==> src/rtl/explosion_scheduler.sv <==
// Queues collision hits and plays one explosion at a time on frame boundaries.
// Optional build macro: EXPLODE_BLINK_EN (destroy blinks on odd frames while active).
module explosion_scheduler #(
    parameter int unsigned DEPTH      = 4,
    parameter int unsigned FRAMES     = 30,
    parameter int unsigned GAP_FRAMES = 2
) (
    input  logic        clk,
    input  logic        resetn,
    input  logic        frameTick,
    input  logic        hitValid,
    input  logic [9:0]  hitH,
    input  logic [9:0]  hitV,
    output logic        hitReady,
    output logic        destroy,
    output logic [32:0] dH,
    output logic [32:0] dV,
    output logic [7:0]  frameCount,
    output logic        busy
);

    localparam int unsigned AW = (DEPTH > 1) ? $clog2(DEPTH) : 1;

    typedef enum logic [1:0] {
        IDLE,
        ARM,
        ACTIVE,
        GAP
    } state_t;

    state_t        state;
    logic [9:0]    mem_h [DEPTH];
    logic [9:0]    mem_v [DEPTH];
    logic [AW-1:0] wr_ptr;
    logic [AW-1:0] rd_ptr;
    logic [AW:0]   count;
    logic [7:0]    gap_cnt;
    logic [7:0]    fc_next;
    logic [9:0]    clamp_h;
    logic [9:0]    clamp_v;
    logic          full;
    logic          push;
    logic          pop;

    assign full     = (count == (AW+1)'(DEPTH));
    assign hitReady = !full;
    assign push     = hitValid && !full;
    assign pop      = (state == IDLE) && (count != '0);
    assign busy     = (state != IDLE) || (count != '0);
    assign fc_next  = frameCount + 8'd1;

    // Clamp before storing so the renderer's +/-20 box never wraps.
    always_comb begin
        clamp_h = hitH;
        clamp_v = hitV;
        if (hitH < 10'd20)
            clamp_h = 10'd20;
        else if (hitH > 10'd619)
            clamp_h = 10'd619;
        if (hitV < 10'd20)
            clamp_v = 10'd20;
        else if (hitV > 10'd459)
            clamp_v = 10'd459;
    end

    always_ff @(posedge clk) begin
        if (push) begin
            mem_h[wr_ptr] <= clamp_h;
            mem_v[wr_ptr] <= clamp_v;
        end
    end

    always_ff @(posedge clk or negedge resetn) begin
        if (!resetn) begin
            wr_ptr <= '0;
            rd_ptr <= '0;
            count  <= '0;
        end else begin
            if (push)
                wr_ptr <= wr_ptr + AW'(1);
            if (pop)
                rd_ptr <= rd_ptr + AW'(1);
            case ({push, pop})
                2'b10:   count <= count + (AW+1)'(1);
                2'b01:   count <= count - (AW+1)'(1);
                default: count <= count;
            endcase
        end
    end

    always_ff @(posedge clk or negedge resetn) begin
        if (!resetn) begin
            state      <= IDLE;
            destroy    <= 1'b0;
            dH         <= '0;
            dV         <= '0;
            frameCount <= '0;
            gap_cnt    <= '0;
        end else begin
            case (state)
                IDLE: begin
                    destroy <= 1'b0;
                    if (pop) begin
                        dH    <= 33'(mem_h[rd_ptr]);
                        dV    <= 33'(mem_v[rd_ptr]);
                        state <= ARM;
                    end
                end
                ARM: begin
                    destroy <= 1'b0;
                    if (frameTick) begin
                        state      <= ACTIVE;
                        frameCount <= '0;
                        destroy    <= 1'b1;
                    end
                end
                ACTIVE: begin
                    if (frameTick) begin
                        if (frameCount == 8'(FRAMES - 1)) begin
                            frameCount <= '0;
                            destroy    <= 1'b0;
                            gap_cnt    <= '0;
                            state      <= (GAP_FRAMES == 0) ? IDLE : GAP;
                        end else begin
                            frameCount <= fc_next;
`ifdef EXPLODE_BLINK_EN
                            destroy    <= ~fc_next[0];
`else
                            destroy    <= 1'b1;
`endif
                        end
                    end
                end
                GAP: begin
                    destroy <= 1'b0;
                    if (frameTick) begin
                        if (gap_cnt == 8'(GAP_FRAMES - 1)) begin
                            gap_cnt <= '0;
                            state   <= IDLE;
                        end else begin
                            gap_cnt <= gap_cnt + 8'd1;
                        end
                    end
                end
                default: state <= IDLE;
            endcase
        end
    end

endmodule

==> config.mk <==
export PLATFORM = sky130hd
export DESIGN_NAME = explosion_scheduler
export DESIGN_NICKNAME = d
export VERILOG_FILES = /design/src/rtl/explosion_scheduler.sv
export SDC_FILE = /design/constraint.sdc
export NUM_CORES = 1
export LEC_CHECK = 0
export ABC_AREA = 1
export CAP_MARGIN = 20
export CORE_MARGIN = 2
export CORE_UTILIZATION = 50
export CTS_BUF_LIST = sky130_fd_sc_hd__clkbuf_2 sky130_fd_sc_hd__clkbuf_4 sky130_fd_sc_hd__clkbuf_8
export CTS_CLUSTER_DIAMETER = 100
export CTS_CLUSTER_SIZE = 16
export DETAILED_ROUTE_END_ITERATION = 7
export GPL_ROUTABILITY_DRIVEN = 0
export GPL_TIMING_DRIVEN = 0
export MAX_ROUTING_LAYER = met4
export PLACE_DENSITY = 0.76
export SLEW_MARGIN = 20
export SYNTH_ARGS = -nofsm -noshare
export SYNTH_HDL_FRONTEND = slang
export SYNTH_SLANG_ARGS = --single-unit
==> constraint.sdc <==
create_clock -name clk -period 3 [get_ports clk]
set_clock_uncertainty 0.2 [all_clocks]
set_input_delay 0.6 -clock clk [delete_from_list [all_inputs] [get_ports clk]]
set_output_delay 0.6 -clock clk [all_outputs]
set_load 0.03 [all_outputs]
== After elaboration in Yosys (flattened, before gate mapping) ==
Memories as Yosys holds them, arrays and structs flattened. A register that Yosys moved wholly into a read port is not among the register bits.
Index checks and enable logic that the tools add are counted.
Widths: inputs -> output; s select.
Cells by class
  add/sub/neg operators: 6
  magnitude comparators: 4
  equality and inequality tests: 14
  multiplexer cells: 27
  reduce and logical (&&, ||, !) cells: 17
Operators by type and width (count)
  $mux 8: 7
  $mux 10: 4
  $pmux 8 s2: 2
  $lt 10x5->1 const B: 2
  $add 8x1->8 const B: 2
  $mux 2: 6
  $ne 2x2->1 const B: 6
  $gt 10x10->1 const B: 1
  $gt 10x9->1 const B: 1
  $eq 8x1->1 const B: 1
  $eq 8x5->1 const B: 1
  $pmux 2 s4: 1
  $reduce_bool 2->1: 4
  $eq 2x2->1 const B: 3
  $pmux 3 s2: 1
  $reduce_and 6->1: 1
  $mux 1: 5
  $add 2x1->2 const B: 2
  $eq 2x1->1 const B: 2
  $reduce_and 4->1: 1
  $add 3x1->3 const B: 1
  $eq 3x3->1 const B: 1
  $logic_not 1->1: 3
  $pmux 1 s3: 1
  other kinds (8): 9
Word-level totals
  flip-flop bits (word level): 26
  bits in writable memories: 80
  input bits: 24
  word-level logic and storage cells: 77
  memories kept: 2
Memories
  mem_h: depth 4, width 10, read ports 1, clocked after Yosys merged registers in 1, wr ports 1, RTL line 32  | logic [9:0] mem_h [DEPTH];
  mem_v: depth 4, width 10, read ports 1, clocked after Yosys merged registers in 1, wr ports 1, RTL line 33  | logic [9:0] mem_v [DEPTH];

== Logic depth before layout (Yosys ltp) ==
Gate-level depths: netlist of the first run.
  depth in word-level cells: 5
  mapped depth: 11
  depth with buffers taken out: 10

== Least setup slack after synthesis of the first run ==
No wires, ideal clock.
  path kind: register to register
  from: reg count[0]
  to: mem mem_h[0][0] (enable)
  arrival time: 1783 ps
  data required time: 2403 ps
  slack: 620 ps
  stages on the path, launching flop included: 5
  period minus slack after synthesis: 2380 ps
  path through: dfrtp_1 > nor2_1 > nand2_1 > nand2_1 > nor2_1
Between the ends
  longest elaborated chain between the ends: 5
RTL lines
  start: declaration: RTL line 36  | logic [AW:0] count;
  start signal: assignment: RTL line 84  | 2'b10: count <= count + (AW+1)'(1);
  start signal: assignment: RTL line 85  | 2'b01: count <= count - (AW+1)'(1);
  start signal: assignment: RTL line 86  | default: count <= count;
  $eq 3x3->1: RTL line 45  | assign full = (count == (AW+1)'(DEPTH));
  $logic_not 1->1
  named net hitReady: RTL line 14  | output logic hitReady,
  $logic_and 1x1->1: RTL line 47  | assign push = hitValid && !full;
  $mux 1: RTL line 67  | if (push) begin
  $mux 1 (implied by the code): RTL line 68  | mem_h[wr_ptr] <= clamp_h;
  end: declaration: RTL line 32
The timed path passes the listed nets, and every way through them passes these cells.

== Final worst setup path of the first run ==
  from: reg state[0]
  to: out busy
Between the ends
  longest elaborated chain between the ends: 2
RTL lines
  start: declaration: RTL line 31  | state_t state;
  start signal: assignment: RTL line 123  | state <= (GAP_FRAMES == 0) ? IDLE : GAP;
  $reduce_bool 2->1: RTL line 49  | assign busy = (state != IDLE) || (count != '0);
  $logic_or 1x1->1: RTL line 49
  end: declaration: RTL line 19  | output logic busy
Every way passes these cells.

==> flow_metrics.py, run 1 <==
metrics = {
    "logic_synthesis": {
        "post_synthesis_register_bit_count": 126,
        "synth_largest_type_area_fraction_pct": 40.3,
        "ys_seq_area_share_pct": 59.7,
        "synth_cells": 604,
        "synth.top_cells.by_area": "sky130_fd_sc_hd__edfxtp_1 (40%), sky130_fd_sc_hd__dfrtp_1 (19%), sky130_fd_sc_hd__nor2_1 (8.8%)",
        "syn_area_cell_um2": 9.86,
        "synthDominantAreaCellType": "sky130_fd_sc_hd__edfxtp_1",
        "synthDistinctLibCells": 33,
        "post_synth_instance_area_mm2": 0.00596,
        "ys.warnings.count": 0,
    },
    "power": {
        "power-per-cell-area_mw_per_mm2": 960,
        "irDropWorstVdd_mv": 0.633,
        "static-leakage-power_nw": 3.14,
    },
    "worst_setup_path": {
        "r2r_end": "count[2]$_DFFE_PN0P_",
        "worstPathArrival_ps": 1960,
        "rrSetupSlack_ps": 500,
        "crit_start": "state[0]$_DFFE_PN0P_",
        "critical_path.startpoint_type": "flip-flop",
        "crit_path_max_fanout": 4,
        "end_kind": "primary output",
        "r2r-start": "state[0]$_DFFE_PN0P_",
        "r2r_worst_path_depth": 11,
        "criticalPathCategory": "flip-flop to primary output",
        "timing.critical_path.required_ps": 2200,
    },
    "run_status": {
        "status": "finished with violations",
        "violations": "DRC",
    },
    "cts": {
        "tritoncts_clock_tree": "built",
        "cts-root-buf": "sky130_fd_sc_hd__clkbuf_8",
        "post_cts_setup_repair_bufs": 0,
        "cts_hold_repair.buffers": 1,
        "htree_num_levels": 4,
        "cts-resized-gates": 0,
        "number_of_clock_buffers_inserted_by_tritoncts": 17,
        "clk_transition_reported_paths_ps": 70,
        "cts.sink_count": 126,
        "clock_insertion_delay_worst_skew_ps": 430,
        "clock_tree.buffer_depth": 2,
    },
    "placed_design": {
        "buffer_ports.inserted": 54,
        "worst_slack_placed_ps": 163,
        "detailedPlacementHpwl_um": 8260,
        "total_instance_count_after_detailed_placement": 851,
        "dpl-instance-area_mm2": 0.00691,
    },
    "routing": {
        "via_per_inst": 5.02,
        "route.layer.met1.wl_um": 4920,
        "wl_per_cell_um": 14.0,
        "wirelength_um": 12400,
        "top_signal_layer_used": "met4",
        "final_antenna_net_count": 0,
        "met2RoutedLength_um": 6230,
        "drt_iter0_drc": 434,
        "routed-via-count": 4441,
        "drt_first_pass_iters": 6,
        "route.met3.wl_um": 892,
        "drt_drc_violations_left": 10,
    },
    "floorplan": {
        "placementRows": 39,
        "top_level_ports": 101,
        "area_enclosed_by_the_die_boundary_mm2": 0.0128,
        "die_height_um": 113,
        "initial_core_util_pct": 51.7,
        "fp.coreArea_mm2": 0.0115,
        "die_x_um": 113,
    },
    "sta": {
        "period_needed_ps": 2760,
        "worst_slew_margin_relative_to_its_limit_pct": 52.1,
        "timing_hold_violations_final": 0,
        "finalSetupViolations": 0,
        "totalNegativeSetupSlack_ps": 0,
        "maxSlewViolCount": 0,
        "layout_worst_path_cycle_share_pct": 92.1,
        "unrepaired_setup_endpoints_after_global_routing": "no",
        "final.setup.worst_slack_ps": 237,
        "max_freq_ghz": 0.362,
        "timing_worst_slew_pin_value_ps": 717,
    },
    "layout": {
        "antenna-diode-count": 0,
        "design.final.nets": 766,
        "post_layout_nonfiller_instances": 884,
        "flow.area_growth_from_synthesis_pct": 24.1,
        "layout-drive-gt1-share_pct": 14.8,
        "area_of_all_placed_cells_without_fillers_mm2": 0.00739,
    },
    "global_routing": {
        "grt_pass1_wl_um": 20000,
        "grt_usage_pct": 20.7,
        "grt_start_max_net_pins": 30,
        "antenna_found_initial": 0,
        "grt_pass1_vias": 4302,
        "globalRoute.totalOverflow": 0,
    },
    "hold_path": {
        "hold_class": "flip-flop to flip-flop",
        "timing.hold.worst_endpoint": "count[0]$_DFFE_PN0P_",
        "worstHoldPathCells": 1,
        "hold_path_startpoint": "count[0]$_DFFE_PN0P_",
    },
    "flow_run": {
        "max_cap_violations": 0,
    },
}
## state kept, by name, indices dropped and copies added, names as in the netlist, 3 cells and up
signal and flops:
mem_h 40, mem_v 40, gap_cnt 8, dV 10
dH 10, count 3, frameCount 8
## Yosys cell counts
| library cell | count |
|---|---|
| sky130_fd_sc_hd__or2_2 | 3 |
| sky130_fd_sc_hd__buf_4 | 46 |
| sky130_fd_sc_hd__o21ai_1 | 4 |
| sky130_fd_sc_hd__o21bai_1 | 1 |
| sky130_fd_sc_hd__nor2_4 | 1 |
| sky130_fd_sc_hd__xor2_1 | 6 |
| sky130_fd_sc_hd__ha_1 | 13 |
| sky130_fd_sc_hd__buf_2 | 9 |
| sky130_fd_sc_hd__buf_6 | 1 |
| sky130_fd_sc_hd__fa_1 | 1 |
| sky130_fd_sc_hd__nand3b_1 | 2 |
| sky130_fd_sc_hd__clkbuf_8 | 1 |
| sky130_fd_sc_hd__o21ai_0 | 51 |
| sky130_fd_sc_hd__nand4_1 | 7 |
| sky130_fd_sc_hd__a21oi_2 | 2 |
| sky130_fd_sc_hd__nand3_1 | 15 |
| sky130_fd_sc_hd__nand2_1 | 71 |
| sky130_fd_sc_hd__dfrtp_1 | 46 |
| sky130_fd_sc_hd__xnor2_1 | 2 |
| sky130_fd_sc_hd__inv_2 | 3 |
| sky130_fd_sc_hd__nor3_1 | 6 |
| sky130_fd_sc_hd__nand2_4 | 1 |
| sky130_fd_sc_hd__nand2_2 | 2 |
| sky130_fd_sc_hd__inv_1 | 51 |
| sky130_fd_sc_hd__conb_1 | 1 |
| sky130_fd_sc_hd__a21oi_1 | 6 |
| sky130_fd_sc_hd__buf_1 | 1 |
| sky130_fd_sc_hd__a31oi_1 | 20 |
| sky130_fd_sc_hd__o21ai_2 | 3 |
| sky130_fd_sc_hd__clkbuf_1 | 8 |
| sky130_fd_sc_hd__nor2_1 | 139 |
| sky130_fd_sc_hd__a211oi_1 | 1 |
| sky130_fd_sc_hd__edfxtp_1 | 80 |
## worst max path at each step
| stage | slack, ps | to | depth (start not counted) |
|---|---|---|---|
| after detailed placement | 160 | count[2]$_DFFE_PN0P_ | 8 |
| after global placement | -450 | mem_h[3][1]$_DFFE_PP_ | 3 |
| final | 240 | busy | 6 |
| after floorplan | 620 | mem_h[0][0]$_DFFE_PP_ | 4 |
| after CTS | 200 | busy | 6 |
| after global routing | 80 | busy | 6 |
## per-stage QoR
stage / utilization [%] / hold slack, ps / total power (W)
after floorplan: - / 104 / 0.00441
after global placement: 59.6 / 287 / 0.00524
after detailed placement: 60.0 / 321 / 0.00538
after CTS: 64.2 / 335 / 0.00712
after global routing: 64.2 / 348 / 0.00750
final: 64.2 / 325 / 0.00709
## layout make-up
class                   instances  area, um^2
clock inverters                12         206
fillers                       909        4130
flip-flops and latches        126        3550
inverters                      54         203
multi-input cells             407        1970
clock buffers                  20         269
well taps                     143         179
plain buffers                  66         449
repair buffers                 56         566
## logic make-up after synthesis
| logic type | after synthesis | share of synthesized area [%] |
|---|---|---|
| other | 1 | 0.0630 |
| XOR/XNOR | 8 | 1.18 |
| buffers and inverters | 120 | 10.9 |
| AND/OR/NAND/NOR | 247 | 16.9 |
| adder cells (fa/ha/maj) | 14 | 3.07 |
| AO/OA/AOI/OAI | 88 | 8.21 |
| flip-flops | 126 | 59.7 |
## where the power goes
| group | leakage (nW) | internal (W) | total, W | switching, W |
|---|---|---|---|---|
| combinational | 1.63 | 0.000964 | 0.00280 | 0.00184 |
| sequential | 1.28 | 0.00233 | 0.00256 | 0.000224 |
| clock | 0.238 | 0.00105 | 0.00173 | 0.000678 |
## layer usage
metal / up-vias / GRT usage (%)
li1: 2156 / -
met1: 2075 / 23.2
met2: 178 / 35.0
met3: 32 / 4.61
met4: 0 / 10.5
met5: - / -
## cell usage in the layout (no fill, tap or decap), drive strengths merged
cell	instances
nor2	140
edfxtp	80
nand2	74
buf	59
o21ai	58
inv	57
clkdlybuf4s50	53
conb	50
dfrtp	46
clkbuf	29
a31oi	20
nand3	15
ha	13
a21oi	8
nand4	7
nor3	6
xor2	6
bufinv	5
or2	3
clkinv	3
xnor2	2
nand3b	2
a211oi	1
o21bai	1
fa	1
clkinvlp	1
dlygate4sd3	1
## critical path, stage by stage, from the launching register on
cell,delay (ps)
sky130_fd_sc_hd__dfrtp_1,420
sky130_fd_sc_hd__inv_1,90
sky130_fd_sc_hd__ha_1,170
sky130_fd_sc_hd__inv_1,50
sky130_fd_sc_hd__nor2_1,160
sky130_fd_sc_hd__inv_1,50
sky130_fd_sc_hd__clkdlybuf4s50_1,590
Note: power is estimated with default switching activity, not from simulation.
==> inputs of run 2 (changes only) <==
- PLACE_DENSITY: 0.76 -> 0.8
- TNS_END_PERCENT: unset -> 5
==> flow_metrics.py, run 2 (synthesis gave the netlist of run 1 again) <==
metrics = {
    "layout": {
        "commonest_cells_after_routing_fill_and_taps_aside": "sky130_fd_sc_hd__nor2_1 (135), sky130_fd_sc_hd__edfxtp_1 (80), sky130_fd_sc_hd__nand2_1 (71)",
        "multiInputGateArea_mm2": 0.00196,
        "largest_registers": "mem_h (40), mem_v (40)",
        "design.final.nets": 768,
        "post_layout_nonfiller_instances": 886,
        "area_of_all_placed_cells_without_fillers_mm2": 0.00742,
        "antenna-diode-count": 0,
        "layout.filler_cells": 933,
        "most_frequent_standard_cell_in_the_layout_excluding_fill_and_tap_cells": "sky130_fd_sc_hd__nor2_1",
        "flow.area_growth_from_synthesis_pct": 24.5,
        "layout-drive-gt1-share_pct": 15.1,
        "seqCellArea_mm2": 0.00355,
    },
    "worst_setup_path": {
        "critical_path.startpoint_type": "flip-flop",
        "criticalPathCategory": "flip-flop to primary output",
        "crit_path_max_fanout": 4,
        "r2r_end": "count[2]$_DFFE_PN0P_",
        "timing.critical_path.required_ps": 2200,
        "worstSetupEndpoint": "busy",
        "end_kind": "primary output",
        "rrSetupSlack_ps": 440,
        "crit_start": "state[0]$_DFFE_PN0P_",
        "r2r-start": "state[0]$_DFFE_PN0P_",
        "r2r_worst_path_depth": 11,
        "worstPathArrival_ps": 2030,
    },
    "floorplan": {
        "top_level_ports": 101,
        "area_enclosed_by_the_die_boundary_mm2": 0.0128,
        "die_height_um": 113,
        "initial_core_util_pct": 51.7,
        "placementRows": 39,
        "fp.coreArea_mm2": 0.0115,
        "die_x_um": 113,
    },
    "sta": {
        "layout_worst_path_cycle_share_pct": 94.5,
        "finalSetupViolations": 0,
        "max_freq_ghz": 0.353,
        "worst_slew_margin_relative_to_its_limit_pct": 53.0,
        "timing_worst_slew_pin_value_ps": 705,
        "timing_hold_violations_final": 0,
        "period_needed_ps": 2830,
        "totalNegativeSetupSlack_ps": 0,
        "unrepaired_setup_endpoints_after_global_routing": "no",
        "maxSlewViolCount": 0,
    },
    "routing": {
        "route.layer.met1.wl_um": 4800,
        "wl_per_cell_um": 14.5,
        "met2RoutedLength_um": 6670,
        "top_signal_layer_used": "met4",
        "drt_drc_violations_left": 14,
        "drt_first_pass_iters": 7,
        "final_antenna_net_count": 0,
        "wirelength_um": 12800,
        "route.met3.wl_um": 1020,
        "drt_iter0_drc": 319,
        "via_per_inst": 5.03,
        "routed-via-count": 4458,
    },
    "power": {
        "cellInternalPower_w": 0.00440,
        "switching_fraction_of_total_power_pct": 38.7,
        "irDropWorstVdd_mv": 0.457,
        "static-leakage-power_nw": 3.16,
        "seqPwrFrac_pct": 35.6,
        "comb_power_share_pct": 39.6,
        "p_switching_w": 0.00278,
        "totalPowerFinal_w": 0.00718,
        "power-per-cell-area_mw_per_mm2": 967,
        "portion_of_total_power_attributed_to_the_clock_network_pct": 24.8,
    },
    "placed_design": {
        "total_instance_count_after_detailed_placement": 853,
        "buffer_ports.inserted": 54,
        "detailedPlacementHpwl_um": 8790,
        "dpl-instance-area_mm2": 0.00693,
    },
    "global_routing": {
        "grt_start_max_net_pins": 31,
        "globalRoute.totalOverflow": 0,
        "grt_usage_pct": 21.3,
        "grt_pass1_wl_um": 20400,
        "grt_pass1_vias": 4400,
        "antenna_found_initial": 0,
    },
    "cts": {
        "clk_transition_reported_paths_ps": 80,
        "post_cts_setup_repair_bufs": 0,
        "htree_num_levels": 4,
        "tritoncts_clock_tree": "built",
        "cts.sink_count": 126,
        "clock_tree.buffer_depth": 2,
        "cts-root-buf": "sky130_fd_sc_hd__clkbuf_8",
        "number_of_clock_buffers_inserted_by_tritoncts": 17,
        "cts_hold_repair.buffers": 1,
        "cts-resized-gates": 0,
        "clock_insertion_delay_worst_skew_ps": 460,
    },
    "hold_path": {
        "hold_class": "flip-flop to flip-flop",
    },
    "run_status": {
        "status": "finished with violations",
        "violations": "DRC",
    },
    "flow_run": {
        "max_cap_violations": 0,
    },
}
## run 2: stage by stage
stage | hold slack [ps] | utilization [%] | setup slack, ps
2_1_floorplan | 104 | - | 620
3_3_place_gp | 282 | 59.6 | -408
3_5_place_dp | 305 | 60.1 | 224
4_1_cts | 320 | 64.4 | 147
5_1_grt | 355 | 64.4 | 27.0
6_report | 321 | 64.4 | 166
## run 2: power groups by stage
stage / Combinational, W / Clock (W) / Sequential, W
floorplan: 0.00157 / 0 / 0.00283
global placement: 0.00265 / 0 / 0.00258
detailed placement: 0.00282 / 0 / 0.00259
CTS: 0.00285 / 0.00179 / 0.00256
global route: 0.00310 / 0.00187 / 0.00260
finish: 0.00284 / 0.00178 / 0.00256
## run 2: routing by layer
layer	up-vias	track usage (%)
met1	2076	22.4
met5	-	-
met2	203	37.6
met4	0	9.76
met3	32	5.46
li1	2147	-
## run 2: area by class of cell
class                   count  share of cell area (%)
plain buffers              66                    6.06
clock buffers              18                    3.26
clock inverters            14                    3.24
inverters                  54                    2.73
multi-input cells         407                    26.4
flip-flops and latches    126                    47.9
well taps                 143                    2.41
repair buffers             58                    8.03
## run 2: worst min-delay path by stage
stage / from / end / slack, ps / cells after the start
final: count[0]$_DFFE_PN0P_ / count[0]$_DFFE_PN0P_ / 320 / 1
after global routing: count[0]$_DFFE_PN0P_ / count[0]$_DFFE_PN0P_ / 360 / 1
after CTS: count[0]$_DFFE_PN0P_ / count[0]$_DFFE_PN0P_ / 320 / 1
after detailed placement: count[0]$_DFFE_PN0P_ / count[0]$_DFFE_PN0P_ / 310 / 1
after global placement: count[0]$_DFFE_PN0P_ / count[0]$_DFFE_PN0P_ / 280 / 1
after floorplan: resetn / count[0]$_DFFE_PN0P_ / 100 / 0
## run 2: critical path: stages, from the launching register on
cell	delay (ps)
sky130_fd_sc_hd__dfrtp_1	420
sky130_fd_sc_hd__inv_1	100
sky130_fd_sc_hd__ha_1	180
sky130_fd_sc_hd__inv_1	60
sky130_fd_sc_hd__nor2_1	180
sky130_fd_sc_hd__inv_1	60
sky130_fd_sc_hd__clkdlybuf4s50_1	590
==> inputs of run 3 (changes only) <==
- SLEW_MARGIN: 20 -> unset
==> flow_metrics.py, run 3 (synthesis gave the netlist of run 1 again) <==
metrics = {
    "global_routing": {
        "grt_start_max_net_pins": 31,
        "grt_usage_pct": 21.7,
        "grt_pass1_wl_um": 20800,
        "antenna_found_initial": 0,
        "grt_pass1_vias": 4555,
        "globalRoute.totalOverflow": 0,
    },
    "power": {
        "p_switching_w": 0.00281,
        "comb_power_share_pct": 40.7,
        "cellInternalPower_w": 0.00416,
        "static-leakage-power_nw": 3.14,
        "switching_fraction_of_total_power_pct": 40.3,
        "portion_of_total_power_attributed_to_the_clock_network_pct": 22.6,
        "irDropWorstVdd_mv": 0.541,
        "power-per-cell-area_mw_per_mm2": 945,
        "seqPwrFrac_pct": 36.7,
    },
    "floorplan": {
        "initial_core_util_pct": 51.7,
        "placementRows": 39,
        "die_height_um": 113,
        "area_enclosed_by_the_die_boundary_mm2": 0.0128,
        "die_x_um": 113,
        "top_level_ports": 101,
        "fp.coreArea_mm2": 0.0115,
    },
    "routing": {
        "drt_first_pass_iters": 7,
        "drt_drc_violations_left": 14,
        "top_signal_layer_used": "met4",
        "wirelength_um": 12800,
        "via_per_inst": 5.01,
        "met2RoutedLength_um": 6580,
        "route.met3.wl_um": 790,
        "wl_per_cell_um": 14.5,
        "routed-via-count": 4446,
        "final_antenna_net_count": 0,
        "drt_iter0_drc": 415,
        "route.layer.met1.wl_um": 5200,
    },
    "layout": {
        "antenna-diode-count": 0,
        "post_layout_nonfiller_instances": 888,
        "flow.area_growth_from_synthesis_pct": 23.8,
        "largest_registers": "mem_h (40), mem_v (40)",
        "area_of_all_placed_cells_without_fillers_mm2": 0.00738,
        "commonest_cells_after_routing_fill_and_taps_aside": "sky130_fd_sc_hd__nor2_1 (135), sky130_fd_sc_hd__edfxtp_1 (80), sky130_fd_sc_hd__nand2_1 (71)",
        "layout-drive-gt1-share_pct": 15.3,
        "layout.filler_cells": 932,
        "design.final.nets": 770,
        "most_frequent_standard_cell_in_the_layout_excluding_fill_and_tap_cells": "sky130_fd_sc_hd__nor2_1",
    },
    "sta": {
        "final.setup.worst_slack_ps": 203,
        "fin_worst_hold_slack_ps": 315,
        "timing_hold_violations_final": 0,
        "max_freq_ghz": 0.358,
        "timing_worst_slew_pin_value_ps": 792,
        "worst_slew_margin_relative_to_its_limit_pct": 47.1,
        "finalSetupViolations": 0,
        "layout_worst_path_cycle_share_pct": 93.2,
        "period_needed_ps": 2800,
        "unrepaired_setup_endpoints_after_global_routing": "no",
        "maxSlewViolCount": 0,
    },
    "placed_design": {
        "detailedPlacementHpwl_um": 8810,
        "dpl-instance-area_mm2": 0.00695,
        "worst_slack_placed_ps": 295,
        "buffer_ports.inserted": 54,
        "total_instance_count_after_detailed_placement": 855,
    },
    "hold_path": {
        "hold_class": "flip-flop to flip-flop",
    },
    "cts": {
        "clk_transition_reported_paths_ps": 80,
        "htree_num_levels": 4,
        "cts-root-buf": "sky130_fd_sc_hd__clkbuf_8",
        "clock_tree.buffer_depth": 2,
        "clock_insertion_delay_worst_skew_ps": 450,
        "number_of_clock_buffers_inserted_by_tritoncts": 17,
        "cts-resized-gates": 0,
        "tritoncts_clock_tree": "built",
        "cts.sink_count": 126,
    },
    "worst_setup_path": {
        "end_kind": "primary output",
        "worstPathArrival_ps": 2000,
        "timing.critical_path.required_ps": 2200,
        "crit_path_max_fanout": 4,
        "critical_path.startpoint_type": "flip-flop",
        "criticalPathCategory": "flip-flop to primary output",
    },
    "run_status": {
        "violations": "DRC",
        "status": "finished with violations",
    },
    "flow_run": {
        "max_cap_violations": 0,
    },
}
run 3: cell count changes in the layout (fill, tap and decap cells not counted):
cell                         delta
sky130_fd_sc_hd__buf_8          +2
sky130_fd_sc_hd__bufinv_16      -3
sky130_fd_sc_hd__clkbuf_4       -1
sky130_fd_sc_hd__clkinv_2       -1
sky130_fd_sc_hd__clkinv_4       +1
sky130_fd_sc_hd__clkinvlp_4     +1
sky130_fd_sc_hd__inv_6          +3
sky130_fd_sc_hd__nor2_2         +2
sky130_fd_sc_hd__nor2_4         -2
run 3: critical path, cell delays in order, from the launching register on:
cell,delay [ps]
sky130_fd_sc_hd__dfrtp_1,420
sky130_fd_sc_hd__inv_1,90
sky130_fd_sc_hd__ha_1,170
sky130_fd_sc_hd__inv_1,50
sky130_fd_sc_hd__nor2_1,170
sky130_fd_sc_hd__inv_1,60
sky130_fd_sc_hd__clkdlybuf4s50_1,590
run 3: power groups by stage:
stage                     Clock [W]  Sequential (W)  Combinational [W]
after global placement            0         0.00258            0.00265
final                       0.00158         0.00256            0.00284
after floorplan                   0         0.00283            0.00157
after global routing        0.00167         0.00260            0.00310
after CTS                   0.00159         0.00255            0.00284
after detailed placement          0         0.00258            0.00282
run 3: through the flow:
stage	total power, W	util [%]	TNS, ps
floorplan	0.00441	-	0
global placement	0.00522	59.6	-42810
detailed placement	0.00541	60.3	0
CTS	0.00698	64.1	0
global route	0.00736	64.1	0
finish	0.00697	64.1	0
run 3: routing by layer:
layer  global-route usage [%]  vias to the layer above
met5                        -                        -
met4                     10.2                        0
met3                     5.89                       26
met2                     36.6                      158
met1                     23.9                     2105
li1                         -                     2157
run 3: worst paths after layout:
kind	to	cells past startpoint	slack, ps	startpoint
worst max-delay path	busy	6	200	state[0]$_DFFE_PN0P_
worst min-delay path	count[0]$_DFFE_PN0P_	1	320	count[0]$_DFFE_PN0P_
worst max register to register	count[2]$_DFFE_PN0P_	11	510	state[0]$_DFFE_PN0P_
worst min register to register	count[0]$_DFFE_PN0P_	1	320	count[0]$_DFFE_PN0P_
max in group asynchronous	dV[5]$_DFFE_PN0P_	3	1650	resetn
min in group asynchronous	frameCount[6]$_DFFE_PN0P_	2	430	resetn
run 3: final cells by class:
type | instances | area, um^2 | area share [%]
Tap cell | 143 | 179 | 2.43
Clock buffer | 17 | 234 | 3.17
Multi-Input combinational cell | 407 | 1950 | 26.4
Clock inverter | 15 | 188 | 2.54
Sequential cell | 126 | 3550 | 48.2
Buffer | 66 | 449 | 6.09
Inverter | 54 | 203 | 2.75
Timing Repair Buffer | 60 | 626 | 8.48
run 3: timing repair:
action | CTS | global route
endpoints found under the setup margin | 0 | 0
hold buffers | 1 | 0
setup buffers | 0 | 0
endpoints found under the hold margin | 16 | 0
